--- src/rtl/quad_pkg.sv ---
// Shared constants, state type and phase encoding for the quadrature generator.
package quad_pkg;

    localparam int POSW       = 14;
    localparam int MAXCNT_DEF = 9999;

    // (A,B) per phase index; a detent walks P1 -> P2 -> P3 -> P0.
    localparam logic [1:0] FWD_P1 = 2'b10;
    localparam logic [1:0] FWD_P2 = 2'b11;
    localparam logic [1:0] FWD_P3 = 2'b01;
    localparam logic [1:0] FWD_P0 = 2'b00;
    localparam logic [1:0] BWD_P1 = 2'b01;
    localparam logic [1:0] BWD_P2 = 2'b11;
    localparam logic [1:0] BWD_P3 = 2'b10;
    localparam logic [1:0] BWD_P0 = 2'b00;

    typedef enum logic [1:0] {
        ST_IDLE = 2'd0,
        ST_RUN  = 2'd1,
        ST_FIN  = 2'd2
    } state_t;

    // A/B levels for a phase index in the given direction.
    function automatic logic [1:0] phase_ab(input logic fwd, input logic [1:0] ph);
        logic [1:0] ab;
        ab = 2'b00;
        case (ph)
            2'd1:    ab = fwd ? FWD_P1 : BWD_P1;
            2'd2:    ab = fwd ? FWD_P2 : BWD_P2;
            2'd3:    ab = fwd ? FWD_P3 : BWD_P3;
            default: ab = fwd ? FWD_P0 : BWD_P0;
        endcase
        return ab;
    endfunction

endpackage

--- src/rtl/quad_tick.sv ---
// Phase-length prescaler: pulses tick on the last of every DIV cycles.
// While load is high the count is held at zero, so the first phase after
// load drops lasts exactly DIV cycles.
module quad_tick #(
    parameter int DIV = 250
) (
    input  logic clk,
    input  logic rst,
    input  logic load,
    output logic tick
);

    localparam int             TW   = (DIV > 1) ? $clog2(DIV) : 1;
    localparam logic [TW-1:0]  LAST = TW'(DIV - 1);

    logic [TW-1:0] cnt_q;
    logic [TW-1:0] cnt_d;

    // Next count: restart on load, wrap after the last cycle of a phase.
    always_comb begin
        cnt_d = cnt_q + TW'(1);
        if (load || (cnt_q == LAST)) begin
            cnt_d = '0;
        end
    end

    // Count register.
    always_ff @(posedge clk or posedge rst) begin
        if (rst) begin
            cnt_q <= '0;
        end else begin
            cnt_q <= cnt_d;
        end
    end

    assign tick = !load && (cnt_q == LAST);

endmodule

--- src/rtl/quad_gen.sv ---
// Quadrature encoder emulator: converts a step command into an A/B Gray
// sequence, one full P1..P0 cycle per detent, and tracks a wrapping position.
module quad_gen
    import quad_pkg::*;
#(
    parameter int DIV    = 250,
    parameter int MAXCNT = MAXCNT_DEF
) (
    input  logic            clk,
    input  logic            rst,
    input  logic            start,
    input  logic            dir,
    input  logic [POSW-1:0] steps,
    input  logic            stop,
    output logic            qa,
    output logic            qb,
    output logic            busy,
    output logic            done,
    output logic [POSW-1:0] pos
);

    localparam logic [POSW-1:0] MAXV = POSW'(MAXCNT);

    state_t          state_q, state_d;
    logic [1:0]      phase_q, phase_d;
    logic            dir_q, dir_d;
    logic [POSW-1:0] rem_q, rem_d;
    logic            stop_q, stop_d;
    logic [POSW-1:0] pos_q, pos_d;
    logic [1:0]      ab_q, ab_d;
    logic            busy_q, busy_d;
    logic            done_q, done_d;
    logic            tick;

    // Position after one detent, wrapping at both ends of 0..MAXCNT.
    function automatic logic [POSW-1:0] next_pos(input logic [POSW-1:0] p, input logic fwd);
        logic [POSW-1:0] r;
        if (fwd) begin
            r = (p >= MAXV) ? '0 : p + POSW'(1);
        end else begin
            r = (p == '0) ? MAXV : p - POSW'(1);
        end
        return r;
    endfunction

    quad_tick #(.DIV(DIV)) u_tick (
        .clk  (clk),
        .rst  (rst),
        .load (state_q != ST_RUN),
        .tick (tick)
    );

    // Command sequencing: phase stepping, detent accounting and stop handling.
    always_comb begin
        state_d = state_q;
        phase_d = phase_q;
        dir_d   = dir_q;
        rem_d   = rem_q;
        stop_d  = stop_q;
        pos_d   = pos_q;
        ab_d    = ab_q;
        busy_d  = busy_q;
        done_d  = 1'b0;
        case (state_q)
            ST_IDLE: begin
                ab_d   = 2'b00;
                busy_d = 1'b0;
                stop_d = 1'b0;
                if (start) begin
                    dir_d = dir;
                    rem_d = steps;
                    if (steps != '0) begin
                        state_d = ST_RUN;
                        phase_d = 2'd1;
                        busy_d  = 1'b1;
                        ab_d    = phase_ab(dir, 2'd1);
                    end else begin
                        state_d = ST_FIN;
                    end
                end
            end
            ST_RUN: begin
                if (stop) begin
                    stop_d = 1'b1;
                end
                if (tick) begin
                    if (phase_q == 2'd0) begin
                        // End of a detent: account for it, then finish or chain.
                        pos_d = next_pos(pos_q, dir_q);
                        rem_d = rem_q - POSW'(1);
                        if ((rem_q == POSW'(1)) || stop_q || stop) begin
                            state_d = ST_FIN;
                            busy_d  = 1'b0;
                            ab_d    = 2'b00;
                        end else begin
                            phase_d = 2'd1;
                            ab_d    = phase_ab(dir_q, 2'd1);
                        end
                    end else begin
                        phase_d = phase_q + 2'd1;
                        ab_d    = phase_ab(dir_q, phase_q + 2'd1);
                    end
                end
            end
            ST_FIN: begin
                done_d  = 1'b1;
                stop_d  = 1'b0;
                state_d = ST_IDLE;
            end
            default: begin
                state_d = ST_IDLE;
            end
        endcase
    end

    // State and registered outputs.
    always_ff @(posedge clk or posedge rst) begin
        if (rst) begin
            state_q <= ST_IDLE;
            phase_q <= 2'd0;
            dir_q   <= 1'b0;
            rem_q   <= '0;
            stop_q  <= 1'b0;
            pos_q   <= '0;
            ab_q    <= 2'b00;
            busy_q  <= 1'b0;
            done_q  <= 1'b0;
        end else begin
            state_q <= state_d;
            phase_q <= phase_d;
            dir_q   <= dir_d;
            rem_q   <= rem_d;
            stop_q  <= stop_d;
            pos_q   <= pos_d;
            ab_q    <= ab_d;
            busy_q  <= busy_d;
            done_q  <= done_d;
        end
    end

    assign qa   = ab_q[1];
    assign qb   = ab_q[0];
    assign busy = busy_q;
    assign done = done_q;
    assign pos  = pos_q;

endmodule

--- config.mk ---
export PLATFORM = sky130hd
export DESIGN_NAME = quad_gen
export DESIGN_NICKNAME = d
export VERILOG_FILES = /design/src/rtl/quad_pkg.sv /design/src/rtl/quad_tick.sv /design/src/rtl/quad_gen.sv
export SDC_FILE = /design/constraint.sdc
export NUM_CORES = 1
export LEC_CHECK = 0
export CAP_MARGIN = 10
export CORE_UTILIZATION = 33
export CTS_CLUSTER_DIAMETER = 50
export DETAILED_ROUTE_END_ITERATION = 7
export GPL_TIMING_DRIVEN = 0
export HOLD_SLACK_MARGIN = 0.1
export REMOVE_ABC_BUFFERS = 1
export SYNTH_ARGS = -nofsm -noshare
export SYNTH_HDL_FRONTEND = slang
export SYNTH_SLANG_ARGS = --single-unit
--- constraint.sdc ---
create_clock -name clk -period 2.8 [get_ports clk]
set_input_delay 0.56 -clock clk [delete_from_list [all_inputs] [get_ports clk]]
set_output_delay 0.56 -clock clk [all_outputs]
set_load 0.05 [all_outputs]
-- Word level (Yosys, flattened, before mapping)
Cells that the tools add are included.
- add/subtract/negate cells: 5
- reductions and logical operators: 20
- eq/ne operators: 15
- mux-type cells: 39
- order comparisons: 1
- operators with widths (cell ; number):
    $mux 14 ; 6
    $mux 2 ; 18
    $pmux 14 s2 ; 1
    $sub 14x1->14 const B ; 2
    $add 14x1->14 const B ; 1
    $eq 14x1->1 const B ; 1
    $ge 14x14->1 const B ; 1
    $logic_not 14->1 ; 1
    $reduce_bool 14->1 ; 1
    $ne 2x2->1 const B ; 6
    $pmux 2 s2 ; 3
    $reduce_and 4->1 ; 3
    $add 8x1->8 const B ; 1
    $eq 8x8->1 const B ; 1
    $mux 8 ; 1
    $mux 1 ; 7
    $eq 2x2->1 const B ; 3
    $pmux 2 s3 ; 1
    $reduce_and 2->1 ; 3
    $reduce_and 5->1 ; 1
    $eq 2x1->1 const B ; 2
    $logic_not 2->1 ; 2
    $pmux 1 s2 ; 2
    $reduce_bool 2->1 ; 2
    8 further kinds ; 10
- word-level logic and storage cells: 90
- input port bits: 19
- flip-flop bits (word level): 46

-- Depth between registers and ports, before layout
Gate-level depths: netlist (run 1).
- word-level depth: 7
- depth in mapped cells: 9
- gate-level depth less buffers: 7

-- By module
Synthesis (run 1) repeated with hierarchy kept, for this count alone.
- cell total of the unflattened synthesis: 383
- area total of the unflattened synthesis: 3321.9 sq um
- modules (own cells, without submodules) (module ; cells each ; times used ; area an instance (sq um)):
    quad_gen ; 339 ; 1 ; 2882.8
    quad_tick ; 44 ; 1 ; 439.2

-- Least setup slack after synthesis (run 1)
Ideal clock, no wire load.
- path kind: reg-to-reg
- start: register pos_q[0] (netlist: pos[0])
- end: register pos_q[3] (netlist: pos[3])
- slack: 237 ps
- setup time: 111 ps
- data arrival time: 2452 ps
- stages on the path, launching flop included: 9
- data required time: 2689 ps
- path through: dfrtp_1 > inv_1 > ha_1 > or3b_2 > buf_2 > nor4_4 > or3_1 > a21oi_2 > a2111oi_2
- longest elaborated chain between the ends: 3
- elaborated cells on any way between the ends: 7
- ends and longest elaborated chain (item ; RTL line ; text):
    from (decl) ; quad_gen.sv:29 ; logic [POSW-1:0] pos_q, pos_d;
    from (signal assigned) ; quad_gen.sv:134 ; pos_q <= pos_d;
    $sub 14x1->14 (tied with other cells) ; quad_gen.sv:41 ; r = (p == '0) ? MAXV : p - POSW'(1);
    $mux 14, on equally long branches ; quad_gen.sv:41, quad_gen.sv:39 ;
    $mux 14 * ; quad_gen.sv:38 ; if (fwd) begin
Every way passes the cells marked *; elsewhere a longest branch is shown, timed or not.
A chain may end at the register's enable or synchronous reset.

-- Final worst setup path (run 1)
Ends and elaborated chain as after synthesis.

==> run summary, run 1 <==
The flow ran to the end, and the final reports show no timing, DRC or antenna violations. STA classifies the critical path endpoint as a register. The final hold violation count is 0. The class of the worst hold path is input port to async pin. Entering global routing, the biggest net connects 37 pins. The source-to-sink clock delay at the later pin of the worst-skew pair is 0.32 ns.

The maximum fanout along the worst path is 9. For this run, the detailed router's first-pass iteration total came to 4. The global-route wire length before repair came out at 13800 um.

The detailed-route wire length per cell came out at 15.4 um. The reported net switching power is 1090 uW. Dividing the synthesized area by the synthesized cell count gives 8.18 um^2. The diode insertion count for antenna repair is 0.

Walking the worst path, the cells encountered are inv_1 -> ha_1 -> or3b_2 -> nor4_4 -> or3_1 -> a21oi_2 -> a2111oi_2. The total via count in the routed design is 2963. The remaining max-slew budget at the tightest pin is 31.9%.

The number of clock sinks seen by CTS came out at 46. The starting density of the core came out at 34.0%. The count of unique library cells instantiated by Yosys is 53. The placed standard-cell area is 3550 um^2. The number of DRC markers after the initial detailed-route iteration is 172. For the final database, setup skew stands at 0.0119 ns. The critical path in this run is classified as register to register. The via count of the first global-routing pass is 2792.

Global routing finished with a remaining overflow of 0. The static leakage is 0.00139 uW. The synthesized design contains 46 register bits. Sequential elements use 36.8% of the synthesized area.

The total negative setup slack is 0 ns. The estimated wirelength of the detail-placed design came out at 5620 um. The vertical die dimension is 99.3 um. The required time of the critical path came out at 3.01 ns.

The total die area is 9860 um^2. Yosys printed 0 warnings. TritonCTS built the clock tree. After technology mapping, the gate count stands at 382. Routability-driven placement finished with a final weighted congestion of 0.872. The number of violations of the max-capacitance limit came out at 0. The floorplan has 35 rows. The design draws 2570 uW. The upper clock frequency limit is 383 MHz. The worst hold slack came out at 0.480 ns. In this run the deepest clock path goes through 2 buffers. The count of buffers inserted at the top-level ports is 36. The worst-case IR drop observed on VDD is 524 uV. The core region area came out at 9200 um^2. The width of the die came out at 99.3 um.

The CTS clock-pin slew for the worst setup and hold paths is 0.10 ns. Broken down by cell family, the worst path's largest delay share belongs to simple AND/OR/NAND/NOR gates. 37 I/O pins were placed. The aggregate global-route resource usage is 17.2%. The fraction of power consumed by the clock network came out at 20.6%. The total non-filler cell area in the finished layout came out at 3670 um^2. The number of slew-limit violations in the final report is 0. The master cell of the clock root buffer is sky130_fd_sc_hd__clkbuf_8. The internal power consumption came out at 1480 uW. The post-route clock period utilization is 93.2%. The logic gate share of total power came out at 36.7%.

In the routed design, unresolved DRC markers number 0. STA classifies the critical path startpoint as a register. The fraction of power spent switching nets came out at 42.5%. The signed area change from the synthesized netlist to the final layout is 17.4%.

The post-detailed-routing wire length is 7910 um. For this run, the slowest stage of the critical path takes 0.56 ns. The areal power density over the cells is 700 nW/um^2. After layout, the minimum clock period comes to 2.61 ns.

The data arrival time at the worst-slack endpoint came out at 2.82 ns. The count of buffers added by post-CTS timing repair for setup came out at 0. Dividing the detail-routed via count by the number of cells gives 5.75. The number of buffers and inverters on the critical path is 1. The number of buffers created by CTS is 5.

Cells fill 39.9% of the core in the end. The share of cells above drive strength 1 came out at 8.66%. The share of total power dissipated in sequential elements is 42.8%. The maximum level of the CTS H-tree is 2. The master of the slowest instance on the critical path is sky130_fd_sc_hd__or3b_2. The initial antenna violation count is 0.

Setup repair after global routing left no endpoint under its margin. The final setup violation count came out at 0. The layout net count came out at 433. The mapped netlist covers 3130 um^2. In this run the remaining antenna-violating nets after routing total 0. At the pin with the least slew margin, the transition time is 1.02 ns.
## cells by family (layout without fill, tap and decap cells)
family          count (synthesis)  in the layout  synth area share (%)
compound gates                 99             99                  20.0
xor+xnor                       11             11                  3.08
simple gates                  170            170                  28.4
flops                          46             46                  36.8
buf+inv                        40             62                  5.60
fa+ha+maj                      11             11                  4.40
mux                             5              5                  1.72
## cell type report
type,instances,area (um^2)
multi-input combinational,296,1810
inverter,15,56.3
sequential,46,1150
clock inverter,3,45.0
clock buffer,5,68.8
timing repair buffer,39,395
fill,932,5530
tap,111,139
## per-stage QoR
step,std cells,setup slack [ns]
finish,515,0.190
floorplan,357,0.171
detailed placement,507,-0.000194
global route,515,0.0109
global placement,504,-1.21
CTS,515,0.140
## registers in the layout (all words and copies together), names as in the netlist
signal and flops:
pos 14, rem_q 14, u_tick.cnt_q 8, ab_q 2, phase_q 2, state_q 2
busy 1, dir_q 1, done 1, stop_q 1
## power groups by stage
stage	Sequential [uW]	Combinational (uW)	Clock [uW]
after global placement	1100	925	0
after global routing	1130	1080	565
final	1100	942	528
after floorplan	1110	622	0
after detailed placement	1100	941	0
after CTS	1090	945	543
## repair_timing
item,in CTS,in global routing
pin swaps,0,1
setup endpoints to repair,2,2
gates resized for setup,1,0
hold buffers,0,0
cloned,0,0
## cells in the final DEF, fill, tap and decap left out, drive strengths merged, types with 6 or more instances in the layout
cell type	netlist	routed
nand2	29	29
nor4	15	15
or3	6	6
o211ai	6	6
ha	11	11
o21ai	31	31
dfrtp	46	46
nor2	43	43
or4	10	10
nand3	17	17
a21oi	25	25
inv	15	15
nor3	20	20
clkdlybuf4s50	0	36
xor2	6	6
nand4	10	10
## cells in the mapped netlist, drive strengths merged
| cell type | instances | area share, % |
|---|---|---|
| a2111oi | 1 | 0.48 |
| a211oi | 5 | 1.2 |
| a21boi | 1 | 0.24 |
| a21oi | 25 | 4.1 |
| a221oi | 2 | 0.56 |
| a22oi | 2 | 0.48 |
| a31o | 1 | 0.28 |
| a31oi | 4 | 0.80 |
| a41oi | 2 | 0.56 |
| and2 | 1 | 0.20 |
| and3 | 2 | 0.40 |
| and4 | 1 | 0.28 |
| buf | 7 | 1.6 |
| clkbuf | 18 | 2.2 |
| dfrtp | 46 | 37 |
| ha | 11 | 4.4 |
| inv | 15 | 1.8 |
| mux2 | 3 | 1.1 |
| mux2i | 2 | 0.64 |
| nand2 | 29 | 3.5 |
| nand2b | 2 | 0.40 |
| nand3 | 17 | 2.7 |
| nand3b | 2 | 0.48 |
| nand4 | 10 | 2.0 |
| nor2 | 43 | 5.2 |
| nor2b | 3 | 0.60 |
| nor3 | 20 | 3.2 |
| nor4 | 15 | 3.5 |
| nor4b | 1 | 0.28 |
| o2111ai | 1 | 0.28 |
| o211ai | 6 | 1.4 |
| o21a | 2 | 0.48 |
| o21ai | 31 | 5.0 |
| o221a | 2 | 0.72 |
| o221ai | 3 | 0.84 |
| o22ai | 5 | 1.0 |
| o31a | 2 | 0.56 |
| o31ai | 4 | 0.96 |
| or2 | 5 | 1.0 |
| or3 | 6 | 1.2 |
| or3b | 3 | 0.84 |
| or4 | 10 | 2.6 |
| xnor2 | 5 | 1.4 |
| xor2 | 6 | 1.7 |
## path summary, 6_finish.rpt
path	slack, ns	start	depth (start not counted)	end
max in group asynchronous	1.83	rst	3	u_tick.cnt_q[6]
worst max-delay path	0.19	pos[0]	7	pos[3]
worst max register to register	0.19	pos[0]	7	pos[3]
min in group clk	0.49	u_tick.cnt_q[0]	1	u_tick.cnt_q[0]
worst min register to register	0.49	u_tick.cnt_q[0]	1	u_tick.cnt_q[0]
worst min-delay path	0.48	rst	2	ab_q[1]
## layer usage
metal	vias up	global-route usage, %	wire [um]
met4	0	5.20	100
li1	1454	-	-
met1	1425	23.6	3770
met3	11	2.46	294
met5	-	0	0
met2	73	27.9	3750
(Power assumes the default switching activity.)
==> inputs of run 2 (changes only) <==
Settings changed: ABC_CLOCK_PERIOD_IN_PS set to 2300.
Clock period 2.8 ns to 2.3 ns, I/O delays scaled along.
==> run 2 against run 1 <==
Against the previous run: global-route usage up 0.15 points; critical path depth down 6; power up 22%.
==> run summary, run 2 (synthesis results as in run 1) <==
The worst-case reg-to-reg path depth came out at 6. The total overflow left after global routing is 0. The number of slew-limit violations in the final report came out at 0. The total die area is 9860 um^2.

The worst clock skew came out at 0.0120 ns. Along the worst path, the maximum fanout reaches 12. The worst path needs 2.23 ns of the cycle, external delays included. The clock net in this run drives a total of 46 sinks.

The worst setup path is of the register to output port kind. The total via count in the routed design came out at 3004. The post-detailed-routing wire length came out at 8070 um. The number of cells in the design after placement came out at 507. The repair_antennas step left the layout with diodes totalling 0.

The worst register-to-register path begins at pos[5]. The areal power density over the cells is 822 nW/um^2. The post-route clock period utilization came out at 96.9%. The largest net degree at the start of global routing is 37. Clock tree synthesis inserted a total of 5 buffers. The flow ran to the end, and the final reports show no timing, DRC or antenna violations.

The worst hold slack came out at 0.379 ns. The terminus of the critical flop-to-flop path is pos[3]. The vertical die dimension came out at 99.3 um. Compared with the post-synthesis result, the final layout area differs by 21.7%. The upper clock frequency limit is 449 MHz. The worst reg-to-reg setup slack came out at 0.10 ns.

Data on the critical path is required at its endpoint by 1.84 ns. The count of buffers inserted at the top-level ports is 36. The CTS clock-pin slew for the worst setup and hold paths came out at 0.10 ns. The final hold violation count came out at 0.

37 I/O pins were placed. The aggregate global-route resource usage came out at 17.3%. Dividing the detail-routed wire length by the instance count gives 15.3 um. The layout net count came out at 445. The data arrival time at the worst-slack endpoint is 1.77 ns. The initialized floorplan defines 35 standard-cell rows.

After detailed routing, the wire length on met1 is 3800 um. On the critical path the largest part of the delay comes from buffers and inverters. The number of violations of the max-capacitance limit came out at 0. The number of buffer and inverter stages on the critical path came out at 1.

The routed wire length on met2 came out at 3870 um. The initial antenna violation count was 0. The placed standard-cell area is 3550 um^2. The number of cells in the finished layout apart from fillers is 527.

The transition time at the pin with the least slew margin is 0.757 ns. Summed over all nets, the half-perimeter wirelength after detailed placement is 5620 um. The post-detailed-route count of antenna-violating nets came out at 0. The final core utilization is 41.4%.

STA classifies the critical path endpoint as an output port. The leading cell type in the layout, fill and taps excluded is sky130_fd_sc_hd__nor2_1. The clock tree buffer depth is 2. In this run the tightest slew margin relative to its limit is 49.4%. The first global-routing pass estimated 13800 um of wire.

After detailed routing, no signal wire sits above met4. The library cells used most frequently in the layout, excluding fill and tap cells, are 42 x sky130_fd_sc_hd__nor2_1, 40 x sky130_fd_sc_hd__dfrtp_1, 34 x sky130_fd_sc_hd__clkdlybuf4s50_1. The class of the worst hold path is input port to async pin. At the later pin of the worst-skew pair, clock insertion delay measures 0.32 ns.

The number of DRC markers after the initial detailed-route iteration is 150. The number of iterations in the first detailed-routing pass is 4. The width of the die came out at 99.3 um. The worst vdd rail ir drop is 636 uV. TritonCTS built the clock tree. Setup violations remaining at the end of the flow were counted as 0. The post-detailed-route DRC marker count came out at 0. The final worst slack is 0.0722 ns.

The detailed-route vias per instance came out at 5.70. The static leakage is 0.00148 uW. The share of cells above drive strength 1 came out at 14.2%.

The worst setup path is launched from a register. The floorplan step defined a core boundary enclosing 9200 um^2. The total met3 wirelength after detailed routing is 315 um. The via count of the first global-routing pass was 2799. The total non-filler cell area in the finished layout is 3800 um^2. In this run the number of H-tree levels came out at 2.

The number of hold buffers added after cts is 0. The final RePlAce weighted congestion is 0.872. The cell sitting at the root of the clock tree is a sky130_fd_sc_hd__clkbuf_8. Traced cell by cell, the critical path runs through clkdlybuf4s50_1. The peak per-stage delay on the critical path came out at 0.87 ns. Before CTS, the worst setup slack after placement is -0.500 ns. For this configuration, the core starts out at a cell density of 34.0%.

The master of the slowest instance on the critical path is sky130_fd_sc_hd__clkdlybuf4s50_1.
==> run 2: changes by cell type in the layout (fill, tap and decap cells not counted), sizes merged <==
cell and change:
dlymetal6s2s +1, dlygate4sd2 +1, buf +12, clkdlybuf4s50 -2
==> run 2: how the worst max path moves through the flow <==
stage	startpoint	end	slack, ns	cells after the start
2_1_floorplan	phase_q[0]	rem_q[13]	-0.33	7
3_3_place_gp	state_q[0]	rem_q[13]	-1.71	5
3_5_place_dp	pos[0]	pos[5]	-0.50	7
4_1_cts	pos[8]	pos[8]	0.03	1
5_1_grt	pos[1]	pos[3]	-0.005	8
6_report	pos[9]	pos[9]	0.07	1
==> run 2: layer usage <==
layer	vias to the layer above	GRT usage [%]
met5	-	0
met1	1451	23.5
met3	9	2.53
met2	61	28.5
li1	1483	-
met4	0	5.20
==> run 2: where the power goes <==
part	switching, uW	internal, uW
Combinational	683	466
Sequential	325	1010
Clock	319	324
Total	1330	1800
==> run 2: layout make-up <==
cell class,instances,area [um^2]
tap,111,139
fill,921,5390
clock buffer,5,68.8
inverter,15,56.3
multi-input combinational,296,1850
timing repair buffer,51,490
clock inverter,3,45.0
sequential,46,1160
==> run 2: stage by stage <==
step                total power (uW)   TNS, ns
floorplan                       2100     -4.51
global placement                2460    -50.75
detailed placement              2490     -3.57
CTS                             3140         0
global route                    3390  -0.00548
finish                          3130         0
==> run 2: what timing repair did <==
action / in CTS / in global routing
pin swaps: 1 / 3
cloned: 0 / 0
resized for setup: 8 / 10
buffers inserted: 4 / 8
endpoints found under the setup margin: 15 / 14
==> patch 1 (config.mk and constraints of run 2) <==
The 3 states of `state_t` get a one-hot encoding in 3 bits.
--- a/src/rtl/quad_pkg.sv
+++ b/src/rtl/quad_pkg.sv
@@ -16,6 +16,6 @@
 
-    typedef enum logic [1:0] {
-        ST_IDLE = 2'd0,
-        ST_RUN  = 2'd1,
-        ST_FIN  = 2'd2
+    typedef enum logic [2:0] {
+        ST_IDLE = 3'b001,
+        ST_RUN  = 3'b010,
+        ST_FIN  = 3'b100
     } state_t;
Behaviour: same outputs for any inputs over 10 cycles, from zero or initial values and one cycle with rst high; not proved beyond that.
==> patch 1 against run 2 <==
Final area rose by 0.99%; sequential cell count up 1; synthesized area is 2.5% higher; final cell count increased by 1.1%; global-route usage down 0.42 points; non-clock buffer count decreased by 9; setup slack improved by 0.0024 ns; hold slack better by 0.00067 ns; sequential share of layout area increased by 0.26 points; via count decreased by 0.27%; highest routed layer unchanged; wire length is 5.1% higher.
Power is not compared: it rests on default switching activity, and its combinational part moved more than twofold at a synthesized area within 25%.
==> patch 1: results (changes against run 2) <==
FF-to-FF path depth = 7 (+1)
first-pass GRT wire length = 13.4 mm (-3.0%)
Total Routing Usage GR = 16.9% (-0.42 points)
Top delay family on crit path = buffers and inverters
crit path to = pos[2]
vias per cell = 5.62 (-1.4%)
Inserted Clock Buffers = 5 (unchanged)
mux cell area share after synthesis = 0.625% (-1.1 points)
dpl ws = -0.732 ns (-0.232 ns)
outcome = finished, final reports clean
vias in the first global route = 2748 (-1.8%)
flop2flop setup slack = 0.09 ns
gpl congestion = 0.823 (-5.6%)
min cycle time layout = 2.23 ns (-0.00237 ns)
Arr. time, crit path = 1.77 ns (about the same)
clk buf depth = 2 (unchanged)
worst r2r src = pos[1]
Worst-Margin Slew = 0.858 ns (+0.101 ns)
critical path fanouts, max = 13 (+1)
Worst path slowest cell = clkdlybuf4s50_1
largest net degree at the start of global routing = 42 (+14%)
proportion of layout cells with a drive suffix above 1 = 10.1% (-4.0 points)
placed inst area = 3630 um^2 (+2.4%)
CTS resizes = 10 (+2)
Compound-Gate Fraction of Synth Area = 23.7% (+3.7 points)
hpwl dp = 5.82 mm (+3.7%)
Synth Area in Adders = 4.30% (-0.11 points)
Port Buffer Count = 36 (unchanged)
filler instances = 936 (+1.6%)
R2R Path End = pos[12]
placed cells = 520 (+2.6%)
routed length per instance = 15.9 um (+3.9%)
crit path launch = pos[2]
Synth cell types = 70 (+32%)
Initial DRC Count = 176 (+17%)
post-synthesis xor/xnor area fraction = 1.64% (-1.4 points)
syn_area_per_cell = 8.41 um^2 (+2.8%)
WL final = 8.48 mm (+5.1%)
Post-CTS Setup Bufs = 1 (-3)
final setup skew = 0.00994 ns (-0.00207 ns)
NumNets Final = 433 (-2.7%)
hold_ws = 0.379 ns (+0.000675 ns)
synth top area cells = dfrtp_1, a21oi_1, nor2_1
sequential area share after synthesis = 36.8% (-0.072 points)
synth cell count leaders = dfrtp_1, nor2_1, nand2_1
==> patch 1: cell count changes after synthesis, sizes merged, moves of 5 or more <==
cell,before,now
o21ai,31,21
nand2,29,35
a22o,0,5
or4,10,5
a21oi,25,30
nor3,20,12
==> patch 1: metal layers <==
metal  vias up  wire [um]  GRT usage [%]
li1       1458          -              -
met4         0        119           5.69
met1      1456       4180           24.2
met3         8        261           2.43
met2        74       3920           26.1
met5         -          0              0
==> patch 1: area by class of cell <==
type / count / area (um^2) / area share [%]
multi-input cells: 292 / 1920 / 50.0
well taps: 129 / 161 / 4.20
repair buffers: 42 / 422 / 11.0
inverters: 15 / 56.3 / 1.47
flip-flops and latches: 47 / 1180 / 30.7
clock buffers: 7 / 96.3 / 2.51
clock inverters: 1 / 7.51 / 0.195
==> patch 1: power breakdown <==
part / switching, mW / total, mW / internal, mW / leakage [nW]
Sequential: 0 / 0.826 / 0.826 / 0.604
Clock: 0.293 / 0.567 / 0.274 / 0.0505
Combinational: 0.0291 / 0.0615 / 0.0324 / 0.832
==> patch 2 (settings of run 2) <==
Made on the original files. `DIV` is set to 250 in 2 places; all go to 500.
--- a/src/rtl/quad_tick.sv
+++ b/src/rtl/quad_tick.sv
@@ -4,3 +4,3 @@
 module quad_tick #(
-    parameter int DIV = 250
+    parameter int DIV = 500
 ) (
--- a/src/rtl/quad_gen.sv
+++ b/src/rtl/quad_gen.sv
@@ -5,3 +5,3 @@
 #(
-    parameter int DIV    = 250,
+    parameter int DIV    = 500,
     parameter int MAXCNT = MAXCNT_DEF
Check against the original RTL: same outputs for any inputs over 10 cycles, from zero or initial values and one cycle with rst high; that may be too few to reach the edited logic, so the function may still have changed.
==> patch 2 against run 2 <==
Synthesized area increased by 2.6%; final cell count increased by 1.3%; wire length decreased by 1.2%; sequential share of layout area decreased by 0.15 points; setup slack got worse by 0.0050 ns; final area increased by 2.3%; sequential cell count increased by 1; first-iteration DRC count decreased by 40%; critical endpoint is now pos[2].
Power is not compared: it rests on default switching activity, and its combinational part moved more than twofold at a synthesized area within 25%.
==> patch 2: results (changes against run 2) <==
WL final = 7.97 mm (-1.2%)
routed length per instance = 14.9 um (-2.5%)
proportion of layout cells with a drive suffix above 1 = 12.8% (-1.3 points)
R2R Path End = pos[3]
clk buf depth = 2 (unchanged)
hpwl dp = 5.43 mm (-3.3%)
antenna violations before repair = 0 (unchanged)
vias in the first global route = 2724 (-2.7%)
Yosys Warn Count = 0 (unchanged)
NumNets Final = 434 (-2.5%)
n_diodes = 0 (unchanged)
placed cells = 518 (+2.2%)
worst r2r src = pos[1]
CTS resizes = 8 (unchanged)
synth cell count leaders = dfrtp_1, nor2_1, a21oi_1
Hold/Removal Path Class = in2async
ys async rst share = 100% (unchanged)
Total Routing Usage GR = 16.5% (-0.85 points)
FF-to-FF path depth = 6 (unchanged)
final setup skew = 0.0146 ns (+0.00261 ns)
synth top area cells = dfrtp_1, nor2_1, a21oi_1
crit path launch = pos[2]
switching part of the total power = 24.1%
highest routed layer = met4
hold_ws = 0.437 ns (+0.0583 ns)
crit path to = pos[2]
Synth cell types = 63 (+19%)
Clock power frac = 37.8%
Max rail drop VDD = 241 uV
first-pass GRT wire length = 13.2 mm (-4.8%)
clock latency on the worst-skew pair = 0.31 ns
vias = 2912 (-3.1%)
Worst-Margin Slew = 0.933 ns (+0.176 ns)
Seq power = 0.890 mW
Leak = 1.55 nW
outcome = finished, final reports clean
flop2flop setup slack = 0.12 ns (+0.02 ns)
routed wl met2 = 3.74 mm (-3.3%)
Post-CTS Setup Bufs = 0 (-4)
dpl ws = -0.658 ns (-0.158 ns)
cell count after synthesis = 371 (-2.9%)
CTS clk-pin slew, worst paths = 0.08 ns (-0.02 ns)
WL met1 = 3.75 mm (-1.3%)
maximum clock rate = 448 MHz (-0.22%)
critical path fanouts, max = 13 (+1)
placed inst area = 3620 um^2 (+1.9%)
sequential area share after synthesis = 36.7% (-0.14 points)
largest net degree at the start of global routing = 34 (-8.1%)
Initial DRC Count = 90 (-40%)
routed wl met3 = 395 um (+25%)
gpl congestion = 0.861 (-1.2%)
Top delay family on crit path = buffers and inverters
slowest cell delay on critical path = 0.88 ns
TritonRoute pass-1 iters = 4 (unchanged)
Worst path slowest cell = clkdlybuf4s50_1
[patch 2: cell types whose count changed after synthesis, moves of 7 or more]
cell | run 2 | this run
nand2_1 | 29 | 22
nor3_1 | 20 | 6
nor4_1 | 14 | 6
o21ai_0 | 31 | 24
clkbuf_1 | 18 | 9
[patch 2: layer usage]
metal	track usage, %	vias to the layer above
li1	-	1432
met1	21.9	1396
met2	27.3	74
met3	3.40	10
met4	4.01	0
met5	0	-
[patch 2: cell families after synthesis]
group / after synthesis / share of synthesized area [%]
adder cells (fa/ha/maj): 10 / 3.90
AO/OA/AOI/OAI: 101 / 20.7
flip-flops: 47 / 36.7
XOR/XNOR: 13 / 3.55
buffers and inverters: 37 / 6.32
multiplexers: 2 / 0.625
AND/OR/NAND/NOR: 161 / 28.2
[patch 2: layout make-up]
class	instances	area (um^2)
clock buffer	5	68.8
tap	129	161
fill	928	5430
sequential	47	1180
clock inverter	2	37.5
multi-input combinational	288	1930
inverter	16	60.1
timing repair buffer	47	454
